<file path="src/rtl/window_padding_gen.sv">
// Streaming 3x3 window generator with zero padding.
// Accepts one raster-ordered frame (HEIGHT x WIDTH) and emits one 3x3 window
// per centre position. A line-buffer shift register holds two rows plus three
// pixels. The taps are masked at the frame borders. After the last pixel, the
// pipe self-flushes with zeros so that the bottom row of windows is produced.
module window_padding_gen #(
    parameter int DATA_WIDTH = 32,
    parameter int WIDTH      = 5,
    parameter int HEIGHT     = 5,
    parameter int STRIDE     = 1
) (
    input  logic                  clk,
    input  logic                  rst,
    input  logic [DATA_WIDTH-1:0] i_data,
    input  logic                  valid_in,
    output logic                  in_ready,
    output logic [DATA_WIDTH-1:0] o_data0,
    output logic [DATA_WIDTH-1:0] o_data1,
    output logic [DATA_WIDTH-1:0] o_data2,
    output logic [DATA_WIDTH-1:0] o_data3,
    output logic [DATA_WIDTH-1:0] o_data4,
    output logic [DATA_WIDTH-1:0] o_data5,
    output logic [DATA_WIDTH-1:0] o_data6,
    output logic [DATA_WIDTH-1:0] o_data7,
    output logic [DATA_WIDTH-1:0] o_data8,
    output logic                  o_valid,
    output logic [15:0]           o_row,
    output logic [15:0]           o_col,
    output logic                  frame_done
);

    // Shift register depth: two full rows plus the three taps of the newest row.
    localparam int SR_LEN = 2 * WIDTH + 3;

    // Pixel index whose acceptance completes the first centre (0,0).
    localparam logic [31:0] PIX_FIRST  = 32'(WIDTH + 1);
    localparam logic [31:0] PIX_LAST   = 32'(WIDTH * HEIGHT - 1);
    // The flush lasts WIDTH+1 cycles; the counter runs 0..WIDTH.
    localparam logic [15:0] FLUSH_LAST = 16'(WIDTH);
    localparam logic [15:0] COL_LAST   = 16'(WIDTH - 1);
    localparam logic [15:0] ROW_LAST   = 16'(HEIGHT - 1);
    // The last emitted window.
    // With stride 2 this is the even/even centre with the highest raster index.
    localparam logic [15:0] FD_ROW = (STRIDE == 2) ? 16'(((HEIGHT - 1) / 2) * 2) : ROW_LAST;
    localparam logic [15:0] FD_COL = (STRIDE == 2) ? 16'(((WIDTH - 1) / 2) * 2) : COL_LAST;

    typedef enum logic [1:0] {
        S_FILL  = 2'd0,
        S_RUN   = 2'd1,
        S_FLUSH = 2'd2
    } state_t;

    state_t                state_q;
    logic [31:0]           pix_q;        // accepted pixels in the current frame
    logic [15:0]           flush_cnt_q;  // flush cycles already spent
    logic [15:0]           wrow_q;       // centre row of the next window to produce
    logic [15:0]           wcol_q;       // centre column of the next window to produce

    logic [DATA_WIDTH-1:0] sr_q   [SR_LEN];
    logic [DATA_WIDTH-1:0] sr_d   [SR_LEN];
    logic [DATA_WIDTH-1:0] tap_d  [9];
    logic [DATA_WIDTH-1:0] taps_q [9];
    logic [8:0]            mask_d;

    logic accept;
    logic shift_en;
    logic produce;
    logic stride_ok;
    logic last_pos;
    logic edge_top;
    logic edge_bot;
    logic edge_lft;
    logic edge_rgt;

    assign in_ready = (state_q != S_FLUSH);
    assign accept   = valid_in && in_ready;
    assign shift_en = accept || (state_q == S_FLUSH);

    // Decide whether this cycle's shift completes a window.
    always_comb begin
        produce = 1'b0;
        case (state_q)
            S_FILL:  produce = accept && (pix_q == PIX_FIRST);
            S_RUN:   produce = accept;
            S_FLUSH: produce = 1'b1;
            default: produce = 1'b0;
        endcase
    end

    // Next shift-register contents: new pixel (or flush zero) enters at sr[0].
    always_comb begin
        sr_d[0] = accept ? i_data : '0;
        for (int i = 1; i < SR_LEN; i++) begin
            sr_d[i] = sr_q[i-1];
        end
    end

    // Window taps are taken after the shift, so the completing pixel is already in sr[0].
    always_comb begin
        tap_d[0] = sr_d[2*WIDTH+2];
        tap_d[1] = sr_d[2*WIDTH+1];
        tap_d[2] = sr_d[2*WIDTH];
        tap_d[3] = sr_d[WIDTH+2];
        tap_d[4] = sr_d[WIDTH+1];
        tap_d[5] = sr_d[WIDTH];
        tap_d[6] = sr_d[2];
        tap_d[7] = sr_d[1];
        tap_d[8] = sr_d[0];
    end

    assign edge_top = (wrow_q == 16'd0);
    assign edge_bot = (wrow_q == ROW_LAST);
    assign edge_lft = (wcol_q == 16'd0);
    assign edge_rgt = (wcol_q == COL_LAST);

    // Border masks.
    // The left and right masks also hide taps that wrapped in from the neighbouring row.
    always_comb begin
        mask_d    = '0;
        mask_d[0] = edge_top | edge_lft;
        mask_d[1] = edge_top;
        mask_d[2] = edge_top | edge_rgt;
        mask_d[3] = edge_lft;
        mask_d[4] = 1'b0;
        mask_d[5] = edge_rgt;
        mask_d[6] = edge_bot | edge_lft;
        mask_d[7] = edge_bot;
        mask_d[8] = edge_bot | edge_rgt;
    end

    assign stride_ok = (STRIDE != 2) || (!wrow_q[0] && !wcol_q[0]);
    assign last_pos  = (wrow_q == FD_ROW) && (wcol_q == FD_COL);

    // Line buffer: shifts on accepted pixels and on every flush cycle.
    always_ff @(posedge clk) begin
        if (rst) begin
            for (int i = 0; i < SR_LEN; i++) begin
                sr_q[i] <= '0;
            end
        end else if (shift_en) begin
            sr_q <= sr_d;
        end
    end

    // Frame control: FILL until the first centre completes, RUN to the last pixel, then FLUSH.
    always_ff @(posedge clk) begin
        if (rst) begin
            state_q     <= S_FILL;
            pix_q       <= '0;
            flush_cnt_q <= '0;
            wrow_q      <= '0;
            wcol_q      <= '0;
        end else begin
            if (produce) begin
                if (wcol_q == COL_LAST) begin
                    wcol_q <= '0;
                    wrow_q <= wrow_q + 16'd1;
                end else begin
                    wcol_q <= wcol_q + 16'd1;
                end
            end
            case (state_q)
                S_FILL: begin
                    if (accept) begin
                        pix_q <= pix_q + 32'd1;
                        if (pix_q == PIX_FIRST) begin
                            state_q <= (pix_q == PIX_LAST) ? S_FLUSH : S_RUN;
                        end
                    end
                end
                S_RUN: begin
                    if (accept) begin
                        pix_q <= pix_q + 32'd1;
                        if (pix_q == PIX_LAST) begin
                            state_q <= S_FLUSH;
                        end
                    end
                end
                S_FLUSH: begin
                    if (flush_cnt_q == FLUSH_LAST) begin
                        state_q     <= S_FILL;
                        pix_q       <= '0;
                        flush_cnt_q <= '0;
                        wrow_q      <= '0;
                        wcol_q      <= '0;
                    end else begin
                        flush_cnt_q <= flush_cnt_q + 16'd1;
                    end
                end
                default: begin
                    state_q <= S_FILL;
                end
            endcase
        end
    end

    // Output register.
    // Taps and coordinates follow every producing shift; valid is filtered by the stride.
    always_ff @(posedge clk) begin
        if (rst) begin
            for (int k = 0; k < 9; k++) begin
                taps_q[k] <= '0;
            end
            o_row      <= '0;
            o_col      <= '0;
            o_valid    <= 1'b0;
            frame_done <= 1'b0;
        end else begin
            o_valid    <= produce && stride_ok;
            frame_done <= produce && stride_ok && last_pos;
            if (produce) begin
                for (int k = 0; k < 9; k++) begin
                    taps_q[k] <= mask_d[k] ? '0 : tap_d[k];
                end
                o_row <= wrow_q;
                o_col <= wcol_q;
            end
        end
    end

    assign o_data0 = taps_q[0];
    assign o_data1 = taps_q[1];
    assign o_data2 = taps_q[2];
    assign o_data3 = taps_q[3];
    assign o_data4 = taps_q[4];
    assign o_data5 = taps_q[5];
    assign o_data6 = taps_q[6];
    assign o_data7 = taps_q[7];
    assign o_data8 = taps_q[8];

endmodule

</file>
<file path="config.mk">
export PLATFORM = sky130hd
export DESIGN_NAME = window_padding_gen
export DESIGN_NICKNAME = d
export VERILOG_FILES = /design/src/rtl/window_padding_gen.sv
export SDC_FILE = /design/constraint.sdc
export NUM_CORES = 1
export LEC_CHECK = 0
export BUFFER_PORTS_ARGS = -buffer_cell sky130_fd_sc_hd__buf_2
export CAP_MARGIN = 10
export CORE_AREA = 4 4 277 279
export CTS_CLUSTER_DIAMETER = 200
export DETAILED_ROUTE_END_ITERATION = 16
export DIE_AREA = 0 0 281 283
export SLEW_MARGIN = 20
export SYNTH_ARGS = -nofsm -noshare
export SYNTH_HDL_FRONTEND = slang
export SYNTH_SLANG_ARGS = --single-unit
</file>
<file path="constraint.sdc">
create_clock -name clk -period 12.8 [get_ports clk]
set_input_delay 0 -clock clk [delete_from_list [all_inputs] [get_ports clk]]
set_output_delay 0 -clock clk [all_outputs]
set_load 0.1 [all_outputs]
</file>
==> impl_metrics.csv <==
group,metric,value,unit
job,drv_cap,0,
sta,max_freq,0.2294,GHz
layout,most-common-layout-cells,"nand2_1, dfxtp_1, a21oi_1",
setup_path,critPathMaxStageDelay,0.88,ns
sta,setup_tns,0,ns
sta,setup_viol,0,
clocking,clock_sinks,788,
routing,wl_met2,35.45,mm
routing,num_vias,21760,
routing,wl_met3,5.901,mm
synthesis,ys_seq_area_share,63.20,%
power,p_seq_share,46.9,%
synthesis,yosys.area.top_type,"dfxtp_1",
setup_path,path_class,"reg -> reg",
clocking,root_buffer,"clkbuf_16",
routing,met1_length,35.03,mm
synthesis,synth_nets,3018,
synthesis,netlist_area,29520,µm²
setup_path,required,13.05,ns
setup_path,setup.worst_path.start_class,"register",
setup_path,path_max_fanout,73,
place,place.gp.congestion,0.8196,
run_status,status,"finished, final reports clean",
place,hpwl,49.75,mm
synthesis,syn-mean-instance-area,9.926,µm²
floorplanning,die_area,79520,µm²
clocking,ctsResizeCount,0,
sta,final_max_slew_viol_count,0,
floorplanning,coreArea,74200,µm²
setup_path,path_buf_inv,2,
floorplanning,io_pins,358,
synthesis,yosysUniqueCellTypes,57,
layout,fin_nets,3312,
routing,wl,78.07,mm
power,p_clk_share,45.7,%
clocking,clk_latency,0.63,ns
routing,highest_layer,"met4",
synthesis,synth.top_cell.area_share,33.91,%
clocking,numCtsBuffers,85,
global_route,grt_usage,19.03,%
power,power.internal,4.262,mW
setup_path,path_cells,"inv_1 -> ha_1 -> or4bb_1 -> or4_1 -> nor3_1 -> or3_4 -> buf_4",
floorplanning,rows,100,
clocking,clk_path_buf_depth,3,
setup_path,crit_path_end_kind,"register",
global_route,antenna_found_initial,4,
layout,final_common_cell,"nand2_1",
layout,final_layout_size_suffix_gt1_share,16.30,%
worst_hold_path,hold_path_class,"in -> reg",
power,switching_share,25.10,%
routing,drt_iter0_markers,1608,
sta,rsz0062_at_grt,"no",
power,vdd_drop_max,0.00009124,V
floorplanning,die_x,281,µm
sta,relSlewSlack,26.52,%
synthesis,synth.area.top_cells,"dfxtp_1, edfxtp_1, nand2_1, a21oi_1, and2_1",
global_route,grt_pass1_wl,121.2,mm
clocking,htreeDepth,3,
global_route,grt_overflow_total,0,
synthesis,synth_ff_type,"dfxtp_1",
global_route,grt_pass1_vias,20790,
floorplanning,start_util,39.79,%
synthesis,syn_inst,2974,
power,p_comb_share,7.4,%
power,p_per_area,160.8,nW/µm²
clocking,clk_pin_slew,0.06,ns
layout,fillers,7018,
global_route,grt_max_degree,222,
sta,hold_violations,0,
routing,ant_nets,0,
setup_path,critPathArrivalTime,4.61,ns
sta,post-route-min-period,4.360,ns
power,p_leak,12.89,nW
setup_path,slowest_stage,"or3_4",
power,p_sw,1.428,mW
layout,post-route-util,47.69,%
synthesis,async_reset_ff_share,0,%
sta,fin_crit_sh,34.06,%
synthesis,synth_edf_count,288,
layout,syn2layout_area_growth,19.85,%
sta,finalClockSkew,0.02283,ns
sta,worstMarginPinSlew,1.102,ns
synthesis,yosysWarnings,0,
floorplanning,die_height,283,µm
routing,wl_per_cell,18.12,µm
setup_path,critical-path-top-delay-family,"simple AND/OR/NAND/NOR gates",
routing,drc_errors,0,
synthesis,synth-seq-cells,788,
routing,vias_per_cell,5.050,
clocking,cts_tree,"yes",
place,port_buffers,357,
routing,drt_pass1_iterations,5,
[flip-flops by register name, summed over array words and instances (netlist names)]
register	count
o_row	16
wcol_q	16
o_col	16
wrow_q	16
flush_cnt_q	16
o_valid	1
state_q	2
sr_d	384
frame_done	1
taps_q	288
pix_q	32
[cell usage after synthesis (4+ instances only)]
library cell / n
or3_1: 15
nor4b_1: 5
edfxtp_1: 288
nand3_1: 64
mux2i_1: 34
inv_1: 16
a31oi_1: 7
dfxtp_1: 500
clkbuf_1: 196
and2_1: 290
o21ai_0: 57
buf_1: 5
o31ai_1: 32
a21oi_1: 448
nand2_1: 742
nor4_1: 12
nor2b_1: 4
nand2b_1: 6
and4_1: 7
and3_1: 15
ha_1: 9
xor2_1: 10
or4_1: 38
nor2_1: 76
nor3_1: 11
nor4_4: 5
buf_2: 8
nand4_1: 30
[layout make-up]
cell class,instances,area [µm²],share of cell area (%)
antenna,2,5.005,0.01415
clock buffer,102,2262,6.394
clock inverter,55,709.4,2.005
inverter,17,63.81,0.1804
multi-input combinational,1959,10080,28.50
sequential,788,18660,52.73
tap,969,1212,3.427
timing repair buffer,417,2387,6.747
[repair_timing]
item | in CTS | in global routing
hold endpoints to repair | 193 | 0
hold buffers | 33 | 0
setup buffers | 0 | 0
[per-layer routing]
metal	track usage, %	up-vias
met2	30.03	543
li1	-	10760
met1	25.80	10350
met4	5.207	0
met5	0	-
met3	5.336	106
[per-stage QoR]
stage          cells  setup WS (ns)  power [mW]  instance area [µm²]  hold slack [ns]
3_5_place_dp    4116          8.425       3.140                32050           0.2576
3_3_place_gp    4116          8.505       3.141                32050           0.2500
6_report        4309          8.440       5.690                35380           0.1125
5_1_grt         4308          8.145       5.883                35380           0.1264
2_1_floorplan   2974          4.066       3.062                29520           0.1472
4_1_cts         4306          8.425       5.763                35350          0.08217
[power by group through the flow]
stage          Clock, mW  Sequential [mW]  Combinational [mW]
4_1_cts             2.67             2.67               0.428
5_1_grt             2.77             2.67               0.444
2_1_floorplan          0             2.96              0.0996
6_report            2.60             2.67               0.424
3_3_place_gp           0             2.72               0.420
3_5_place_dp           0             2.72               0.419
[final timing paths]
path	start	end	slack, ns	cells after the start
worst max-delay path	pix_q[0]	taps_q[0][22]	8.44	7
worst min-delay path	valid_in	sr_d[366]	0.11	4
worst max register to register	pix_q[0]	taps_q[0][22]	8.44	7
worst min register to register	sr_d[316]	sr_d[284]	0.45	2
[cells by family (layout without fill, tap and decap cells)]
| group | Yosys count | in the layout | share of synthesized area, % |
|---|---|---|---|
| buffers and inverters | 227 | 591 | 2.946 |
| flip-flops | 788 | 788 | 63.20 |
| XOR/XNOR | 13 | 13 | 0.3857 |
| AO/OA/AOI/OAI | 566 | 566 | 10.15 |
| multiplexers | 34 | 34 | 1.153 |
| adder cells (fa/ha/maj) | 9 | 9 | 0.3815 |
| other | 0 | 2 | 0 |
| AND/OR/NAND/NOR | 1337 | 1337 | 21.79 |
[worst min-delay path, stage by stage]
cell and delay, ns:
buf_2 0.09, buf_4 0.32, mux2i_1 0.19, nor2_1 0.07
No activity file was read; power rests on OpenSTA's default activity.
